## src/rtl/aes_pkg.sv

```systemverilog
// Shared GF(2^8) definitions for the AES-field blocks.
//   GF_POLY  : reduction constant for x^8+x^4+x^3+x+1 (the x^8 term is implicit)
//   GF_ONE   : multiplicative identity
//   GF_ITER  : square-and-multiply steps needed to form a^254
//   state_t  : control FSM states of gf8_inv
//   gf_xtime : multiply a field element by x with reduction
package aes_pkg;

    localparam logic [7:0]  GF_POLY = 8'h1B;
    localparam logic [7:0]  GF_ONE  = 8'h01;
    localparam int unsigned GF_ITER = 7;

    typedef enum logic [1:0] {
        IDLE = 2'd0,
        BUSY = 2'd1,
        DONE = 2'd2
    } state_t;

    function automatic logic [7:0] gf_xtime(input logic [7:0] v);
        return {v[6:0], 1'b0} ^ (v[7] ? GF_POLY : 8'h00);
    endfunction

endpackage

```

## src/rtl/gal8_mul.sv

```systemverilog
// Combinational GF(2^8) multiplier, reduction polynomial x^8+x^4+x^3+x+1.
// Ports:
//   i_a : multiplicand
//   i_b : multiplier
//   o_p : product i_a * i_b in GF(2^8)
module gal8_mul
    import aes_pkg::*;
(
    input  logic [7:0] i_a,
    input  logic [7:0] i_b,
    output logic [7:0] o_p
);

    logic [7:0] w_acc;
    logic [7:0] w_sh;

    // Shift-and-add: w_sh walks through i_a * x^i, accumulated for each set bit of i_b.
    always_comb begin
        w_acc = '0;
        w_sh  = i_a;
        for (int unsigned i = 0; i < 8; i++) begin
            if (i_b[i]) begin
                w_acc = w_acc ^ w_sh;
            end
            w_sh = gf_xtime(w_sh);
        end
        o_p = w_acc;
    end

endmodule

```

## src/rtl/gf8_inv.sv

```systemverilog
// Multi-cycle GF(2^8) inverter: out_inv = in_a^254 (so 0x00 maps to 0x00).
// a^254 = a^2 * a^4 * ... * a^128, formed by seven square-then-accumulate
// steps, one per clock, followed by a valid/ready hand-off of the result.
// Ports:
//   clk       : clock, rising edge
//   rst       : asynchronous active-high reset
//   in_valid  : operand present on in_a
//   in_ready  : block idle and able to accept an operand
//   in_a      : field element to invert
//   out_valid : out_inv holds a finished result
//   out_ready : consumer takes the result this cycle
//   out_inv   : inverse of the accepted operand
module gf8_inv
    import aes_pkg::*;
(
    input  logic       clk,
    input  logic       rst,
    input  logic       in_valid,
    output logic       in_ready,
    input  logic [7:0] in_a,
    output logic       out_valid,
    input  logic       out_ready,
    output logic [7:0] out_inv
);

    localparam logic [2:0] CNT_LAST = 3'(GF_ITER - 1);

    state_t     r_state;
    logic [7:0] r_sq;
    logic [7:0] r_res;
    logic [2:0] r_cnt;
    logic       r_in_ready;
    logic       r_out_valid;

    logic [7:0] w_sq_next;
    logic [7:0] w_res_next;

    gal8_mul u_sqr (
        .i_a (r_sq),
        .i_b (r_sq),
        .o_p (w_sq_next)
    );

    gal8_mul u_acc (
        .i_a (r_res),
        .i_b (w_sq_next),
        .o_p (w_res_next)
    );

    always_ff @(posedge clk or posedge rst) begin
        if (rst) begin
            r_state     <= IDLE;
            r_sq        <= '0;
            r_res       <= '0;
            r_cnt       <= '0;
            r_in_ready  <= 1'b1;
            r_out_valid <= 1'b0;
        end else begin
            case (r_state)
                IDLE: begin
                    if (in_valid) begin
                        r_sq       <= in_a;
                        r_res      <= GF_ONE;
                        r_cnt      <= '0;
                        r_state    <= BUSY;
                        r_in_ready <= 1'b0;
                    end
                end
                BUSY: begin
                    r_sq  <= w_sq_next;
                    r_res <= w_res_next;
                    // The final step leaves cnt at its last value so it never passes 6.
                    if (r_cnt == CNT_LAST) begin
                        r_state     <= DONE;
                        r_out_valid <= 1'b1;
                    end else begin
                        r_cnt <= r_cnt + 3'd1;
                    end
                end
                DONE: begin
                    if (out_ready) begin
                        r_state     <= IDLE;
                        r_out_valid <= 1'b0;
                        r_in_ready  <= 1'b1;
                    end
                end
                default: begin
                    r_state     <= IDLE;
                    r_in_ready  <= 1'b1;
                    r_out_valid <= 1'b0;
                end
            endcase
        end
    end

    assign in_ready  = r_in_ready;
    assign out_valid = r_out_valid;
    assign out_inv   = r_res;

endmodule
```

## config.mk

```make
export PLATFORM = sky130hd
export DESIGN_NAME = gf8_inv
export DESIGN_NICKNAME = d
export VERILOG_FILES = /design/src/rtl/aes_pkg.sv /design/src/rtl/gal8_mul.sv /design/src/rtl/gf8_inv.sv
export SDC_FILE = /design/constraint.sdc
export NUM_CORES = 1
export LEC_CHECK = 0
export CAP_MARGIN = 20
export CORE_MARGIN = 8
export CORE_UTILIZATION = 52
export CTS_CLUSTER_DIAMETER = 40
export DETAILED_ROUTE_END_ITERATION = 6
export PLACE_DENSITY = 0.79
export SKIP_CTS_REPAIR_TIMING = 1
export SLEW_MARGIN = 0
export SYNTH_ARGS = -nofsm -noshare
export SYNTH_HDL_FRONTEND = slang
export SYNTH_HIERARCHICAL = 1
export SYNTH_SLANG_ARGS = --single-unit
```

## constraint.sdc

```tcl
create_clock -name clk -period 4.53 [get_ports clk]
set_input_delay 0.906 -clock clk [delete_from_list [all_inputs] [get_ports clk]]
set_output_delay 0.906 -clock clk [all_outputs]
set_load 0.02 [all_outputs]
```

**Word-level counts from Yosys, hierarchy flattened**

Cells that the tools add are included.

- Bitwise operators: 30
- Div/mod/pow operators: 0
- Magnitude comparators: 0
- Multiply operators: 0
- Add/subtract/negate cells: 1
- Equal/unequal tests: 7
- Multiplexer cells: 47
- Reductions and logical operators: 7
- Shift-type cells: 0

Operators by type and width:

| operator | count |
|---|---|
| $xor 8x8->8 | 28 |
| $mux 8 | 18 |
| $mux 5 | 14 |
| $pmux 8 s2 | 2 |
| $reduce_and 3->1 | 4 |
| $ne 2x2->1 const B | 4 |
| $mux 2 | 3 |
| $mux 3 | 2 |
| $pmux 1 s3 | 2 |
| $pmux 2 s3 | 1 |
| $pmux 3 s2 | 1 |
| $mux 1 | 4 |
| $add 3x1->3 const B | 1 |
| $eq 3x3->1 const B | 1 |
| $eq 2x1->1 const B | 1 |
| $eq 2x2->1 const B | 1 |
| $logic_not 2->1 | 1 |
| $not 1->1 | 2 |
| $reduce_and 2->1 | 1 |
| $reduce_bool 2->1 | 1 |

- Latch bits: 0
- Output and inout bits: 10
- Flip-flop bits (word level): 23
- Bits in writable memories: 0
- Memories kept: 0
- Bits in read-only memories: 0
- Bits of input ports: 12
- Word-level logic and storage cells: 98

**Depth between registers and ports, before layout**

- Depth after elaboration: 32
- Mapped depth: 15
- Gate-level depth less buffers: 12

**By module**

The synthesis kept the hierarchy.

By module, submodules not included:

| module | area each (um^2) | cells each | times used | seq. area each (um^2) |
|---|---|---|---|---|
| gal8_mul at u_sqr | 1,331.3 | 169 | 1 | 0.0 |
| gal8_mul at u_acc | 1,320.0 | 177 | 1 | 0.0 |
| gf8_inv | 1,039.7 | 87 | 1 | 576.8 |

**Worst setup path before layout**

OpenSTA, ideal clock, no wires.

- Path kind: register to register
- Start: register r_sq[5]
- End: register r_res[3], in the netlist out_inv[3]
- Clock period less this slack: 3.308 ns
- Data arrival time: 3.187 ns
- Library setup time: 0.121 ns
- Stages on the path, launching flop included: 13
- Data required time: 4.409 ns
- Buffers on the path: 1
- Path slack: 1.222 ns
- Path through: dfrtp_1 > xor3_2 > nand2_1 > xnor2_1 > xnor3_1 > xnor2_1 > clkbuf_1 > nor3_1 > a311oi_2 > xor2_1 > xnor2_1 > xnor2_1 > a22o_1

RTL lines:

| item | line | source |
|---|---|---|
| start, declared | gf8_inv.sv:29 | `logic [7:0] r_sq;` |
| start signal, assigned | gf8_inv.sv:62 | `r_sq <= in_a;` |
| start signal, assigned | gf8_inv.sv:70 | `r_sq <= w_sq_next;` |
| $mux 8 | gal8_mul.sv:22 | `if (i_b[i]) begin` |
| $xor 8x8->8 | gal8_mul.sv:23 | `w_acc = w_acc ^ w_sh;` |
| $mux 8 | gal8_mul.sv:22 |  |
| $xor 8x8->8 | gal8_mul.sv:23 |  |
| $mux 8 | gal8_mul.sv:22 |  |
| $xor 8x8->8 | gal8_mul.sv:23 |  |
| $mux 8 | gal8_mul.sv:22 |  |
| $xor 8x8->8 | gal8_mul.sv:23 |  |
| (+7 left out) | -- |  |
| named net w_sq_next[5] | gf8_inv.sv:35 | `logic [7:0] w_sq_next;` |
| $mux 8 (*) | gal8_mul.sv:22 |  |
| $xor 8x8->8 | gal8_mul.sv:23 |  |
| $mux 8 (*) | gal8_mul.sv:22 |  |
| $xor 8x8->8 | gal8_mul.sv:23 |  |
| $mux 8 (*) | gal8_mul.sv:22 |  |
| named net w_res_next[3] | gf8_inv.sv:36 | `logic [7:0] w_res_next;` |
| $pmux 8 s2 (*) | gf8_inv.sv:59 | `case (r_state)` |
| end signal, assigned | gf8_inv.sv:71 | `r_res <= w_res_next;` |
| end, declared | gf8_inv.sv:30 | `logic [7:0] r_res;` |

Mark *: on every way through the listed nets, which the timed path passes. The rest lies on a longest branch.
A chain may end at the register's enable or synchronous reset.

**Worst setup path in the final report**

- Start: register r_sq[3]
- End: register r_res[3], in the netlist out_inv[3]

RTL lines:

| item | line |
|---|---|
| $mux 8 | gal8_mul.sv:22 |
| $xor 8x8->8 | gal8_mul.sv:23 |
| $mux 8 | gal8_mul.sv:22 |
| $xor 8x8->8 | gal8_mul.sv:23 |
| $mux 8 | gal8_mul.sv:22 |
| $xor 8x8->8 | gal8_mul.sv:23 |
| $mux 8 | gal8_mul.sv:22 |
| $xor 8x8->8 | gal8_mul.sv:23 |
| (+7 left out) | -- |
| named net w_sq_next[3] | gf8_inv.sv:35 |
| (+3 left out) | -- |
| $xor 8x8->8 | gal8_mul.sv:23 |
| $mux 8 (*) | gal8_mul.sv:22 |
| $xor 8x8->8 | gal8_mul.sv:23 |
| $mux 8 (*) | gal8_mul.sv:22 |
| $xor 8x8->8 | gal8_mul.sv:23 |
| $mux 8 (*) | gal8_mul.sv:22 |
| named net w_res_next[3] | gf8_inv.sv:36 |
| $pmux 8 s2 (*) | gf8_inv.sv:59 |

Marked as above.

==> results.py <==
metrics = {
    "die": {
        "start_util_pct": 54.0,
        "design.core.area_um2": 6830,
        "rows": 30,
        "dieArea_um2": 10100,
        "num_io_pins": 22,
        "die_w_um": 100,
        "die_h_um": 100,
    },
    "synth": {
        "syn_area_um2": 3690,
        "synth_edf_count": 0,
        "synth.ff_latch_count": 23,
        "syn-instance-count": 433,
        "yosys_warnings": 6,
        "synth_fa_ha_area_share_pct": 0.678,
        "synthFlopType": "dfrtp_1",
        "synthXorXnorAreaFrac_pct": 43.2,
        "synthMuxAreaShare_pct": 5.22,
        "syn_area_per_cell_um2": 8.52,
        "synthArstFlopShare_pct": 100,
        "yosys.area_share.simple_pct": 15.1,
        "yosysUniqueCellTypes": 47,
        "synth_top_family_by_area": "XOR/XNOR gates",
        "seq_area_frac_synth_pct": 15.6,
        "synth_nets": 447,
        "synth-compound-area-share_pct": 12.0,
    },
    "setup_path": {
        "setup.worst_path.class": "flop to flop",
        "cp.depth": 12,
        "slowest_delay_ns": 0.93,
        "crit_required_ns": 4.70,
        "slowest_stage": "dfrtp_1",
        "critPathMaxFanout": 23,
        "path_delay_family": "XOR/XNOR gates",
        "cp-start-kind": "flop",
        "crit_buf_inv": 1,
        "cp.arrival_ns": 3.93,
        "worstSetupEndpointType": "flop",
        "cp_common_cell": "xnor2_1",
        "rr_worst_depth": 12,
        "crit_chain": "xor2_4, xnor2_1, o221a_1, o221ai_1, xnor3_1, inv_1, nor3_1, a311oi_2, xor2_1, xnor2_1, xnor2_1, a22o_1",
    },
    "detailed_routing": {
        "vias_per_cell": 5.54,
        "drt_iter0_markers": 176,
        "drc": 0,
        "wire_per_inst_um": 15.8,
        "num_vias": 2926,
        "routed_wl_mm": 8.35,
        "drtAntennaViolNets": 0,
        "first_pass_iters": 5,
    },
    "finish": {
        "nets": 447,
        "fill_cells": 610,
        "syn2layout_area_growth_pct": 5.66,
        "final_common_cell": "nand2_1",
        "diodes": 0,
        "multi_input_area_um2": 2810,
        "final_cell_mix": "nand2_1, xnor2_1, xor2_1, dfrtp_1, clkdlybuf4s50_1",
        "ff_latch_area_um2": 577,
        "utilization_pct": 57.1,
        "drive_gt1_share_pct": 10.2,
        "fin_area_um2": 3900,
    },
    "cts": {
        "clock_path_buffers": 2,
        "cts-buffers-inserted": 3,
        "cts.clk_slew.worst_paths_ns": 0.09,
        "cts.sinks": 23,
        "cts_tree": "built",
        "cts_htree_levels": 1,
        "clockRootBuffer": "clkbuf_8",
        "clkLatencyLatePin_ns": 0.27,
    },
    "global_routing": {
        "grt_max_degree": 27,
        "grt_overflow": 0,
        "grtUsageTotal_pct": 17.5,
        "grt_pass1_wl_mm": 14.3,
        "grt_pass1_vias": 2902,
        "antenna_found_initial": 0,
    },
    "timing": {
        "worst_slew_pin_slew_ns": 0.884,
        "fin_crit_sh_pct": 83.0,
        "fin_crit_ns": 3.76,
        "skew_ns": 0.00299,
        "maxSlewViolCount": 0,
        "fmax_mhz": 266,
        "setup_tns_ns": 0,
        "setup_slack_ns": 0.768,
        "setup_violations": 0,
        "hold_viol": 0,
        "rsz0062_at_grt": "no",
        "max_slew_margin_pct": 41.0,
    },
    "placed_design": {
        "place_congestion": 0.897,
        "numPortBuffers": 21,
        "dpl_cell_area_um2": 3850,
        "hpwlAfterDp_mm": 5.88,
        "pre_cts_ws_ns": 0.808,
    },
    "run_status": {
        "status": "completed",
    },
    "flow_run": {
        "max-cap-violations": 0,
    },
    "worst_hold_path": {
        "hold_depth": 1,
        "min_path_type": "flop to flop",
    },
}
==> kinds of logic (layout without fill, tap and decap cells) <==
family | Yosys count | after routing
AOI/OAI and AO/OA | 58 | 58
xor gates and xnor gates | 145 | 145
adders and majority gates | 2 | 2
buffers and inverters | 50 | 49
DFF | 23 | 23
muxes | 19 | 19
and+or+nand+nor | 136 | 136
==> registers in the layout, summed over array words and instances (netlist names) <==
register   cells
in_ready       1
r_sq           8
out_valid      1
out_inv        8
r_state        2
r_cnt          3
==> cell type report <==
type	count	area share, %
Timing Repair Buffer	32	7.51
Clock inverter	1	0.192
Multi-Input combinational cell	360	72.1
Sequential cell	23	14.8
Tap cell	96	3.08
Inverter	13	1.25
Clock buffer	3	1.06
==> final timing paths <==
check / from / end / slack (ns)
setup / recovery: r_sq[3] / out_inv[3] / 0.77
hold / removal: out_valid / out_valid / 0.51
setup reg to reg: r_sq[3] / out_inv[3] / 0.77
hold reg to reg: out_valid / out_valid / 0.51
max in group asynchronous: rst / out_inv[0] / 2.87
min in group asynchronous: rst / r_cnt[0] / 1.12
==> Yosys cell counts, types with 2 or more instances <==
cell type	number	share of area, %
nand2_1	103	10
xnor2_1	92	22
xor2_1	27	6.4
dfrtp_1	22	15
clkbuf_1	17	1.7
mux2i_1	17	4.6
nor2_1	16	1.6
inv_1	11	1.1
o21ai_1	10	1.4
xnor3_1	10	6.1
a22o_1	8	1.9
a22oi_1	8	1.6
buf_4	8	1.6
a21oi_1	7	0.95
buf_6	7	2.1
nand3_1	6	0.81
xnor2_2	5	2.2
o221a_2	4	1.2
o221ai_1	4	0.95
o22ai_1	4	0.68
xor2_2	4	1.8
buf_2	3	0.41
nand2b_1	3	0.51
xor2_4	3	2.2
xor3_2	3	2.0
a211oi_1	2	0.41
a31oi_1	2	0.34
a32o_1	2	0.54
ha_1	2	0.68
inv_2	2	0.20
mux2_2	2	0.61
nor3_1	2	0.27
o21ai_0	2	0.27
o221a_1	2	0.61
==> through the flow <==
stage	hold WS, ns	instances
finish	0.507	528
global route	0.532	528
CTS	0.519	528
detailed placement	0.504	524
global placement	0.488	524
floorplan	0.468	433
==> worst register-to-register path: stages (launching register included) <==
cell and delay (ns):
dfrtp_1 0.93, xor2_4 0.20, xnor2_1 0.33, o221a_1 0.25
o221ai_1 0.12, xnor3_1 0.69, inv_1 0.18, nor3_1 0.25
a311oi_2 0.07, xor2_1 0.18, xnor2_1 0.19, xnor2_1 0.08
a22o_1 0.19
==> per-layer routing <==
metal	global-route usage, %	vias to the layer above	part of all wire [%]
li1	-	1413	-
met1	21.8	1392	43
met2	29.4	103	50
met3	2.63	18	4.9
met4	6.98	0	2.1
met5	0	-	0
Power is left out: the tool's default activity adds up to more than one toggle a clock period on the data nets, which glitch-free logic cannot reach.
